`config.mk`:
```
export PLATFORM = sky130hd
export DESIGN_NAME = serial_adder
export DESIGN_NICKNAME = d
export VERILOG_FILES = /design/src/rtl/serial_adder.sv
export SDC_FILE = /design/constraint.sdc
export NUM_CORES = 1
export LEC_CHECK = 0
export CORE_ASPECT_RATIO = 0.75
export CORE_MARGIN = 1.5
export CORE_UTILIZATION = 44
export DETAILED_ROUTE_END_ITERATION = 6
export GPL_TIMING_DRIVEN = 1
export PLACE_DENSITY = 0.74
export SYNTH_ARGS = -nofsm -noshare
export SYNTH_HDL_FRONTEND = slang
export SYNTH_SLANG_ARGS = --single-unit
```
`constraint.sdc`:
```
create_clock -name clk -period 1.3 [get_ports clk]
set_clock_uncertainty 0.15 [all_clocks]
set_input_delay 0.13 -clock clk [delete_from_list [all_inputs] [get_ports clk]]
set_output_delay 0.13 -clock clk [all_outputs]
set_load 0.1 [all_outputs]
```
`src/rtl/serial_adder.sv`:
```
// Digit-serial adder: sums two WIDTH-bit operands plus carry-in, DIGIT bits per clock,
// through a single DIGIT-bit slice with a registered inter-digit carry and valid/ready handshakes.
module serial_adder #(
   parameter int WIDTH = 8,
   parameter int DIGIT = 1
) (
   input  logic             clk,
   input  logic             rst,
   input  logic             in_valid,
   output logic             in_ready,
   input  logic [WIDTH-1:0] a,
   input  logic [WIDTH-1:0] b,
   input  logic             carry_in,
   output logic             out_valid,
   input  logic             out_ready,
   output logic [WIDTH-1:0] sum,
   output logic             carry_out,
   output logic             busy
);

   localparam int STEPS = WIDTH / DIGIT;
   localparam int CNT_W = (STEPS > 1) ? $clog2(STEPS) : 1;
   localparam logic [CNT_W-1:0] LAST_STEP = CNT_W'(STEPS - 1);

   if (WIDTH < 1 || DIGIT < 1 || DIGIT > WIDTH || (WIDTH % DIGIT) != 0) begin : g_param_check
      $error("serial_adder: need 1 <= DIGIT <= WIDTH and WIDTH divisible by DIGIT");
   end

   typedef enum logic [1:0] {
      IDLE = 2'd0,
      ADD  = 2'd1,
      DONE = 2'd2
   } state_t;

   state_t           state_q, state_d;
   logic [WIDTH-1:0] a_q, a_d;
   logic [WIDTH-1:0] b_q, b_d;
   logic [WIDTH-1:0] sum_q, sum_d;
   logic             carry_q, carry_d;
   logic [CNT_W-1:0] cnt_q, cnt_d;

   logic [DIGIT:0]   slice;
   logic [WIDTH-1:0] sum_shifted;

   // New digit enters at the MSB so that after STEPS shifts the sum sits in bit order.
   if (DIGIT == WIDTH) begin : g_sum_full
      assign sum_shifted = slice[DIGIT-1:0];
   end else begin : g_sum_shift
      assign sum_shifted = {slice[DIGIT-1:0], sum_q[WIDTH-1:DIGIT]};
   end

   always_comb begin
      state_d = state_q;
      a_d     = a_q;
      b_d     = b_q;
      sum_d   = sum_q;
      carry_d = carry_q;
      cnt_d   = cnt_q;
      slice   = {1'b0, a_q[DIGIT-1:0]} + {1'b0, b_q[DIGIT-1:0]} + (DIGIT + 1)'(carry_q);

      case (state_q)
         IDLE: begin
            if (in_valid) begin
               a_d     = a;
               b_d     = b;
               carry_d = carry_in;
               cnt_d   = '0;
               state_d = ADD;
            end
         end
         ADD: begin
            a_d     = a_q >> DIGIT;
            b_d     = b_q >> DIGIT;
            sum_d   = sum_shifted;
            carry_d = slice[DIGIT];
            cnt_d   = cnt_q + CNT_W'(1);
            if (cnt_q == LAST_STEP) begin
               state_d = DONE;
            end
         end
         DONE: begin
            if (out_ready) begin
               state_d = IDLE;
            end
         end
         default: state_d = IDLE;
      endcase
   end

   always_ff @(posedge clk or posedge rst) begin
      if (rst) begin
         state_q <= IDLE;
         a_q     <= '0;
         b_q     <= '0;
         sum_q   <= '0;
         carry_q <= 1'b0;
         cnt_q   <= '0;
      end else begin
         state_q <= state_d;
         a_q     <= a_d;
         b_q     <= b_d;
         sum_q   <= sum_d;
         carry_q <= carry_d;
         cnt_q   <= cnt_d;
      end
   end

   // After the last ADD step the carry register is exactly the carry out of bit WIDTH-1.
   assign sum       = sum_q;
   assign carry_out = carry_q;
   assign in_ready  = (state_q == IDLE);
   assign out_valid = (state_q == DONE);
   assign busy      = (state_q == ADD);

endmodule
```
==> key figures <==
STA
  – Minimum clock period: 1.68 ns
  – Hold Fails Final Rpt: 0
  – Max Transition Viols Final: 0
  – Number of failing setup endpoints in the final timing report: 34
  – Least setup slack across all paths after layout: -0.375 ns
  – Sum Neg Setup Slack: -8.09 ns
  – Unrepaired setup endpoints after global routing: yes
  – Maximum frequency from static timing analysis: just under 600 MHz
  – Final period utilization: 1.29
  – Slew headroom: 0.764
  – Final-layout worst hold slack: about 0.037 ns
  – Slew at the pin closest to its max-slew limit: around 0.35 ns

Synthesis
  – Commonest cells post-synth: sky130_fd_sc_hd__dfrtp_1, sky130_fd_sc_hd__inv_1, sky130_fd_sc_hd__nor3b_1
  – Share of the yosys chip area belonging to registers: 0.518
  – Async set-reset flop share out of synthesis: 1.00
  – Post-synth cell types: 24
  – Cell types with the largest area share after synthesis: sky130_fd_sc_hd__dfrtp_1, sky130_fd_sc_hd__mux2_2, sky130_fd_sc_hd__o221a_2, sky130_fd_sc_hd__or4b_1, sky130_fd_sc_hd__nor3b_1
  – Count of synthesis-stage warnings from yosys: 0
  – Most used flip-flop cell after synthesis: sky130_fd_sc_hd__dfrtp_1
  – Most common cell in the netlist: sky130_fd_sc_hd__dfrtp_1
  – Number of enable flip-flop cells after synthesis: 0
  – Mapped Nets: between 100 and 150
  – Gate Count Post-Synth: approximately 120
  – Leading area contributor after synthesis: sky130_fd_sc_hd__dfrtp_1
  – Area share of the leading cell type in the synthesized netlist: 0.518
  – Synthesized area per cell: approximately 12 um2
  – FF+latch count, synth: 30
  – Post-synthesis cell area: approximately 1400 um2

Global routing
  – Vias in the first global route: approximately 1,300
  – First-pass GRT wire length: ~6700 um
  – Total congestion overflow after global routing: 0
  – Maximum number of pins on one net before global-route repair: 31
  – Antenna violations before repair: 0
  – Tot GR Track Use: 0.258

Power
  – Switching component of the power: 3.61 mW
  – Fraction of power spent switching nets: 0.438
  – Total internal power: 4.63 mW
  – PwrDens: approximately 3100 nW/um2
  – Combinational cell fraction of total power: 0.623
  – Post-layout total power: about 8 mW
  – Leakage power total: 1.14 nW
  – Proportion of power drawn by the clock network: 0.148
  – Register share of total power: 0.229
  – Highest ir drop seen on vdd: 1.47 mV

Finish
  – Number of diodes added for antenna fixing: 0
  – Filler cell count: between 100 and 150
  – Storage element area: roughly 760 um2
  – Synthesis-to-finish area growth: 82.0%
  – Post-route insts no fill: between 200 and 250
  – Share of cells above drive strength 1: 0.581
  – Final net count: ~200
  – Share of the core filled with cells in the final layout: 0.867
  – Total area of multi-input combinational cells: about 850 um2

Clock network
  – Clock Latency Late Sink: around 0.30 ns
  – CTS Buf Count: 5
  – Clock input transition at the sequential cells of the worst setup and hold paths: about 0.070 ns
  – CTS H-tree lvls: 2
  – Root buf cell: sky130_fd_sc_hd__clkbuf_8
  – CTS tree: built
  – CTS Buffer Depth: 2
  – Hold buffer count at cts: 0
  – Clock net sink count: 30

Floorplanning
  – Die Wd: 69.3 um
  – Floorplan die height: about 53 um
  – Total core area: between 3000 and 4000 um2
  – Die Outline Area: ~3600 um2
  – I/O pins: 33
  – Starting utilization of the core area: 0.476
  – Number of cell rows: 17

Run status
  – Run status: finished, violations left
  – Violations in the final reports: negative setup slack

Setup path
  – Worst setup path class: flop to output port
  – Worst setup EP type: output port
  – Worst Setup Start Kind: flop
  – Endpoint arrival time on the critical path: around 1.4 ns
  – Worst endpoint required time: slightly above 1 ns
  – Largest driver fanout on the critical path: 15

Place
  – DP Wirelength: between 2000 and 2500 um
  – Number of cells after detailed placement: slightly below 200
  – Count of buffers inserted at the top-level ports: 32
  – Routability cong.: 0.755

Job
  – Number of max-capacitance violations reported: 0

Drt
  – Number of search-and-repair iterations in the first detailed-routing pass: 4
  – Routed length per instance: roughly 25 um
  – DRC violation count after routing: 0
  – Final antenna-violating net count: 0
  – Number of vias per cell after detailed routing: 6.15
  – Wirelength, routed: 5420 um
  – Initial detailed-routing violation count: ~120
  – Vias: 1,335

Worst hold path
  – Type of the worst min-delay path: input port to asynchronous set/reset pin
-- power groups by stage --
stage / combinational (mW) / sequential [mW] / clock [mW]
after floorplan: 1.72 / 2.70 / 0
after global placement: 3.93 / 1.77 / 0
after detailed placement: 4.02 / 1.80 / 0
after CTS: 4.41 / 1.80 / 1.21
after global routing: 5.28 / 1.93 / 1.26
final: 5.14 / 1.89 / 1.22
-- metrics by stage --
step	cell area (um2)	setup WS [ns]
2_1_floorplan	1540	-0.290
3_3_place_gp	2110	-0.350
3_5_place_dp	2110	-0.385
4_1_cts	2430	-0.315
5_1_grt	2640	-0.419
6_report	2640	-0.375
-- kinds of logic (layout without fill, tap and decap cells) --
family | count (synthesis) | count (layout) | synth area share
simple gates | 31 | 31 | 0.174
fa+ha+maj | 3 | 3 | 0.0311
compound gates | 23 | 24 | 0.149
mux | 9 | 9 | 0.0691
buf+inv | 20 | 82 | 0.0587
flops | 30 | 30 | 0.518
-- registers in the layout, summed over array words and instances, names as in the netlist --
| name | cells |
|---|---|
| a_q | 8 |
| b_q | 8 |
| carry_out | 1 |
| cnt_q | 3 |
| state_q | 2 |
| sum | 8 |
-- metal layers --
metal	share of wire	global-route usage	wire (um)
met4	0.027	0.154	146
met1	0.41	0.291	2230
met5	0	0	0
met3	0.049	0.0769	263
met2	0.51	0.442	2780
-- critical path, stage by stage (launching register included) --
cell and delay (ns):
sky130_fd_sc_hd__dfrtp_1 0.42, sky130_fd_sc_hd__buf_6 0.24, sky130_fd_sc_hd__nor2b_4 0.24, sky130_fd_sc_hd__buf_12 0.19
-- repair_timing --
| action | 4_1_cts | 5_1_grt |
|---|---|---|
| gates cloned | 1 | 1 |
| gates resized for setup | 18 | 28 |
| setup buffers | 11 | 5 |
| setup endpoints to repair | 34 | 34 |
| pin swaps | 15 | 9 |
-- layout by cell type (no fill, tap or decap), types with 6 or more instances in the layout --
cell and instances:
sky130_fd_sc_hd__dfrtp_1 22, sky130_fd_sc_hd__clkdlybuf4s50_1 19, sky130_fd_sc_hd__buf_4 18, sky130_fd_sc_hd__buf_12 15
sky130_fd_sc_hd__inv_1 9, sky130_fd_sc_hd__buf_6 7, sky130_fd_sc_hd__dfrtp_2 7, sky130_fd_sc_hd__nor3b_1 6
sky130_fd_sc_hd__clkbuf_8 6
-- cell type report --
| type | instances | area share |
|---|---|---|
| clock inverters | 2 | 0.0228 |
| multi-input cells | 67 | 0.324 |
| inverters | 10 | 0.0190 |
| clock buffers | 6 | 0.0313 |
| well taps | 38 | 0.0180 |
| flip-flops and latches | 30 | 0.289 |
| repair buffers | 64 | 0.296 |
-- final timing paths --
| kind | startpoint | endpoint | slack, ns | cells past startpoint |
|---|---|---|---|---|
| hold / removal | rst | b_q[1] | 0.04 | 3 |
| min in group clk | in_valid | b_q[1] | 0.29 | 3 |
| max in group asynchronous | rst | sum[0] | 0.77 | 3 |
| setup reg to reg | state_q[1] | a_q[3] | -0.36 | 4 |
| hold reg to reg | a_q[7] | a_q[7] | 0.38 | 1 |
| setup / recovery | state_q[1] | out_valid | -0.38 | 3 |
Power figures use the tool's default switching activity.
